`src/rtl/rom_rd_pkg.sv`:
```
// Shared definitions for the monitor-ROM read controller: FSM state
// encoding, the largest supported ROM read latency and the width of the
// latency down-counter derived from it.
package rom_rd_pkg;

  // Controller states: waiting for a request, waiting out the ROM latency,
  // presenting the captured byte until the CPU ends the cycle.
  typedef enum logic [1:0] {
    IDLE  = 2'd0,
    FETCH = 2'd1,
    HOLD  = 2'd2
  } rom_rd_state_e;

  // Deepest ROM pipeline supported (output register enabled).
  localparam int ROM_LATENCY_MAX = 2;

  // The counter is loaded with the latency and counts down to zero.
  localparam int CNT_W = $clog2(ROM_LATENCY_MAX + 1);

  typedef logic [CNT_W-1:0] rom_rd_cnt_t;

  // Load value for the latency counter. Out-of-range latencies are pulled
  // into the supported range so the counter can never wrap.
  function automatic rom_rd_cnt_t latency_to_cnt(input int lat);
    int clamped;
    clamped = lat;
    if (clamped < 1) begin
      clamped = 1;
    end
    if (clamped > ROM_LATENCY_MAX) begin
      clamped = ROM_LATENCY_MAX;
    end
    return rom_rd_cnt_t'(clamped);
  endfunction

endpackage

```
`src/rtl/rom_read_ctrl.sv`:
```
// Bus-side read controller for the on-chip monitor ROM.
// Decodes CPU memory reads in the ROM window, registers the ROM address,
// holds the CPU in wait for the ROM latency, then captures the byte and
// presents it (qualified by rom_sel) until the CPU drops its strobes.
// Optional feature macro: ROM_SHADOW_EN -- when defined, a rom_disable pulse
// switches the ROM window off until the next reset; when undefined the window
// is always decoded and rom_disable is ignored.
module rom_read_ctrl
  import rom_rd_pkg::*;
#(
  parameter int          ADDR_WIDTH     = 14,
  parameter int          DATA_WIDTH     = 8,
  parameter int          CPU_ADDR_WIDTH = 16,
  parameter int unsigned ROM_BASE       = 32'h0000_C000,
  parameter int          ROM_LATENCY    = 1
) (
  input  logic                  clock,
  input  logic                  reset,
  input  logic [CPU_ADDR_WIDTH-1:0] cpu_addr,
  input  logic                  cpu_mreq,
  input  logic                  cpu_rd,
  input  logic                  rom_disable,
  output logic [ADDR_WIDTH-1:0] rom_address,
  input  logic [DATA_WIDTH-1:0] rom_data,
  output logic                  cpu_wait,
  output logic [DATA_WIDTH-1:0] cpu_data_out,
  output logic                  rom_sel,
  output logic                  rom_enabled
);

  localparam int TAG_W = CPU_ADDR_WIDTH - ADDR_WIDTH;
  localparam logic [CPU_ADDR_WIDTH-1:0] BASE_VEC = CPU_ADDR_WIDTH'(ROM_BASE);
  localparam logic [TAG_W-1:0] BASE_TAG = BASE_VEC[CPU_ADDR_WIDTH-1:ADDR_WIDTH];
  localparam rom_rd_cnt_t LAT_CNT = latency_to_cnt(ROM_LATENCY);

  rom_rd_state_e           state_reg, state_next;
  rom_rd_cnt_t             cnt_reg, cnt_next;
  logic [ADDR_WIDTH-1:0]   addr_reg, addr_next;
  logic [DATA_WIDTH-1:0]   data_reg, data_next;
  logic                    strobe;
  logic                    in_window;
  logic                    hit;
  logic                    wait_next;
  logic                    sel_next;

  // A read cycle is only live while both strobes are held.
  assign strobe    = cpu_mreq & cpu_rd;
  assign in_window = (cpu_addr[CPU_ADDR_WIDTH-1:ADDR_WIDTH] == BASE_TAG);
  // Reset masks the decode so cpu_wait drops the moment reset rises, even
  // though the CPU may still be holding its strobes.
  assign hit       = strobe & rom_enabled & in_window & ~reset;

`ifdef ROM_SHADOW_EN
  logic enabled_reg;

  // Shadow latch: one disable pulse switches the window off until reset.
  // Hits are only sampled in IDLE, so an in-flight access is unaffected.
  always_ff @(posedge clock or posedge reset) begin
    if (reset) begin
      enabled_reg <= 1'b1;
    end else if (rom_disable) begin
      enabled_reg <= 1'b0;
    end
  end

  assign rom_enabled = enabled_reg;
`else
  logic unused_rom_disable;

  assign unused_rom_disable = rom_disable;
  assign rom_enabled        = 1'b1;
`endif

  // State, latency counter, ROM address and captured byte registers.
  always_ff @(posedge clock or posedge reset) begin
    if (reset) begin
      state_reg <= IDLE;
      cnt_reg   <= '0;
      addr_reg  <= '0;
      data_reg  <= '0;
    end else begin
      state_reg <= state_next;
      cnt_reg   <= cnt_next;
      addr_reg  <= addr_next;
      data_reg  <= data_next;
    end
  end

  // Next-state, datapath load enables and the wait/select outputs.
  always_comb begin
    state_next = state_reg;
    cnt_next   = cnt_reg;
    addr_next  = addr_reg;
    data_next  = data_reg;
    wait_next  = 1'b0;
    sel_next   = 1'b0;
    case (state_reg)
      IDLE: begin
        // Wait goes up in the same cycle the request shows up.
        if (hit) begin
          wait_next  = 1'b1;
          addr_next  = cpu_addr[ADDR_WIDTH-1:0];
          cnt_next   = LAT_CNT;
          state_next = FETCH;
        end
      end
      FETCH: begin
        wait_next = 1'b1;
        // An abandoned cycle never captures, so rom_sel cannot rise on it.
        if (!strobe) begin
          state_next = IDLE;
        end else if (cnt_reg == '0) begin
          data_next  = rom_data;
          state_next = HOLD;
        end else begin
          cnt_next = cnt_reg - 1'b1;
        end
      end
      HOLD: begin
        // Address changes here are ignored; only the strobes end the cycle.
        sel_next = 1'b1;
        if (!strobe) begin
          state_next = IDLE;
        end
      end
      default: begin
        state_next = IDLE;
      end
    endcase
  end

  assign cpu_wait     = wait_next;
  assign rom_sel      = sel_next;
  assign rom_address  = addr_reg;
  assign cpu_data_out = data_reg;

endmodule

```
`config.mk`:
```
export PLATFORM = sky130hd
export DESIGN_NAME = rom_read_ctrl
export DESIGN_NICKNAME = d
export VERILOG_FILES = /design/src/rtl/rom_rd_pkg.sv /design/src/rtl/rom_read_ctrl.sv
export SDC_FILE = /design/constraint.sdc
export NUM_CORES = 1
export LEC_CHECK = 0
export ABC_AREA = 1
export ABC_CLOCK_PERIOD_IN_PS = 1500
export CORE_ASPECT_RATIO = 1.75
export CORE_UTILIZATION = 40
export CTS_CLUSTER_SIZE = 28
export DETAILED_ROUTE_END_ITERATION = 10
export PLACE_DENSITY_LB_ADDON = 0.1
export SLEW_MARGIN = 5
export SYNTH_ARGS = -nofsm -noshare
export SYNTH_HDL_FRONTEND = slang
export SYNTH_SLANG_ARGS = --single-unit
```
`constraint.sdc`:
```
create_clock -name clock -period 1.5 [get_ports clock]
set_input_delay 0.375 -clock clock [delete_from_list [all_inputs] [get_ports clock]]
set_output_delay 0.375 -clock clock [all_outputs]
set_load 0.01 [all_outputs]
```
==> impl_results.md <==
* #FFs+latches synth at 26
* I/O pin total at 54
* Leak pwr at 0.999 nW
* Vias at 1,002
* Slowest CP cell: dfrtp_1
* CP Depth at 3
* Wire length per cell at 11.2 µm
* Syn_nets at 157
* Power, Total at 1.90 mW
* Clk Latency, worst-skew pair at 0.27 ns
* Largest net degree at the start of global routing at 32
* Period minus WS final at 1.49 ns
* CTS H-tree depth at 1
* Clock buffer count from CTS at 3
* Yosys warnings at 0
* Hold/Removal Path Class: in -> async
* First-pass GRT wire length at 4370 µm
* Cells after Synth at 127
* 1st-iter DRT viols at 15
* CTS Root Cell: clkbuf_8
* DRT Pass-1 Iters at 4
* Worst Setup Start Kind: flip-flop
* Family with the most delay on the worst path: flip-flops
* Fill cells at 231
* Arrival time worst endpoint at 1.11 ns
* Worst setup path endpoint: rom_sel
* # diodes at 0
* Max reg flops at 14
* Antenna violations before repair at 0
* Final cell area excluding filler cells at 1780 µm²
* Top cell type's share of synthesized area at 56.6%
* Die width at 42.5 µm
* Pwr Density at 1070 nW/µm²
* Maximum vdd drop at 0.589 mV
* Final clock skew at 0.00969 ns
* Ranking of synthesized cells by area: dfrtp_1, nand2_1, inv_1, o21ai_1, o21ai_2
* Vias per cell at 4.64
* Die Y at 72.9 µm
* Number of buffers and inverters on the critical path at 2
* Hold_buf cts at 0
* Final ANT Viol Nets at 0
* Reg2reg end: cpu_data_out[6]
* Worst endpoint required time at 1.12 ns
* CTS tree: yes
* Die Area at 3100 µm²
* Gr ovfl total at 0
* Core Footprint at 2720 µm²
* RR Startpoint: state_reg[0]
* # port buffers at 51
* Worst setup EP type: primary output
* Final Max Tran Viols at 0
* Detail Placement HPWL at 1800 µm
* Final Hold Vio Count at 0
* R2R setup slack at 0.14 ns
* Layout area overhead at 54.8%
* Post-DP Area at 1720 µm²
* Initial Utilization at 42.3%
* Mapped Avg Cell Area at 9.05 µm²
* CP Max Fanout at 3
* Fmax achieved at 672 MHz
* Clock Sinks at 26
* Setup crit start: state_reg[0]
* Status: finished, final reports clean
* Row count at 25
* Period utilization at 99.2%
* Register area share after synthesis at 56.6%
* Clock-pin slew on the worst setup and hold paths at 0.09 ns
* Total wire length at 2430 µm
* Layout cell share with drive strength beyond 1 at 18.0%
* Critical path class: reg -> out
* Post-synth cell types at 19
* Global Route Usage Sum at 18.3%
* Crit-path cells: buf_4 -> nor2_2 -> buf_2
* FF-to-FF path depth at 7
* Vias in the first global route at 1,071
* Final Net Count at 220
* Max cap viols at 0
* Synth area leader: dfrtp_1
* Maximum cell stage delay along the critical path at 0.41 ns
* CTS Buffer Depth at 2
* DRC errors left at 0
* Setup Viol. Count Final at 0
* Mapped Area at 1150 µm²
* RSZ-0062 raised after global routing: yes
* Final GP Congestion at 0.838
-- Yosys cell counts --
cell type / instances
conb_1: 1
o21ai_0: 1
nand3_1: 2
o21ai_1: 14
nand3_2: 1
inv_1: 27
nor2_4: 1
nand4_1: 1
o21ai_2: 8
ha_1: 1
inv_2: 2
nand3_4: 1
buf_2: 2
dfrtp_1: 26
nor2_1: 4
buf_6: 1
buf_4: 2
nand2_2: 1
nand2_1: 31
-- power by group --
| group | total, mW | internal, mW | switching, mW |
|---|---|---|---|
| sequential | 0.872 | 0.814 | 0.0577 |
| combinational | 0.457 | 0.243 | 0.214 |
| clock | 0.575 | 0.357 | 0.218 |
-- cells by family after synthesis --
| group | count (synthesis) | share of synthesized area (%) |
|---|---|---|
| buf+inv | 34 | 12.6 |
| fa+ha+maj | 1 | 1.09 |
| flops | 26 | 56.6 |
| compound gates | 23 | 12.6 |
| simple gates | 42 | 16.8 |
| other cells | 1 | 0.326 |
-- cells in the final DEF (no fill, tap or decap) --
cell | Yosys | routed
buf_2 | 2 | 2
buf_4 | 2 | 12
bufinv_16 | 0 | 1
clkbuf_8 | 0 | 3
clkdlybuf4s50_1 | 0 | 22
conb_1 | 1 | 1
dfrtp_1 | 26 | 26
dlygate4sd2_1 | 0 | 27
ha_1 | 1 | 1
inv_1 | 27 | 27
inv_2 | 2 | 2
nand2_1 | 31 | 31
nand2_2 | 1 | 1
nand3_1 | 2 | 2
nand3_2 | 1 | 1
nand3_4 | 1 | 1
nand4_1 | 1 | 1
nor2_1 | 4 | 2
nor2_2 | 0 | 2
nor2_4 | 1 | 1
o21ai_1 | 14 | 15
o21ai_2 | 8 | 8
-- timing repair --
| action | CTS | global route |
|---|---|---|
| buffers inserted | 4 | 0 |
| pin swaps | 5 | 0 |
| gates resized for setup | 37 | 1 |
| setup endpoints to repair | 24 | 3 |
-- final cells by class --
cell class / instances / area [µm²] / share of cell area (%)
flip-flops and latches: 26 / 651 / 36.5
clock buffers: 3 / 41.3 / 2.32
repair buffers: 63 / 557 / 31.3
inverters: 29 / 109 / 6.11
multi-input cells: 67 / 359 / 20.2
well taps: 27 / 33.8 / 1.90
clock inverters: 1 / 30.0 / 1.69
-- worst reg2reg max path, delay by kind of cell, from the launching register on --
family	cells	cell delay (ns)
AOI/OAI and AO/OA	1	0.06
buffers and inverters	3	0.31
DFF	1	0.39
and+or+nand+nor	3	0.51
-- per-layer routing --
layer	wire (µm)	global-route usage, %
met1	938	20.8
met2	1300	33.2
met3	120	1.98
met4	65	9.38
met5	0	0
-- worst min path at each step --
stage          depth (start not counted)  slack, ns               to       startpoint
2_1_floorplan                          1       0.42       cnt_reg[0]            reset
3_3_place_gp                           2       0.47  cpu_data_out[0]  cpu_data_out[0]
3_5_place_dp                           2       0.47  cpu_data_out[7]  cpu_data_out[7]
4_1_cts                                3       0.30  cpu_data_out[7]            reset
5_1_grt                                3       0.34  cpu_data_out[7]            reset
6_report                               3       0.28  cpu_data_out[7]            reset
-- metrics by stage --
| stage | cells | TNS [ns] | util [%] | hold slack, ns | worst slack, ns |
|---|---|---|---|---|---|
| finish | 216 | 0 | 65.4 | 0.280 | 0.0125 |
| global route | 216 | -0.0863 | 65.4 | 0.343 | -0.0435 |
| CTS | 216 | 0 | 65.3 | 0.303 | 0.00514 |
| detailed placement | 208 | -3.07 | 63.1 | 0.472 | -0.587 |
| global placement | 208 | -2.45 | 63.1 | 0.467 | -0.568 |
| floorplan | 127 | 0 | - | 0.415 | 0.188 |
No activity file was read; power rests on OpenSTA's default activity.
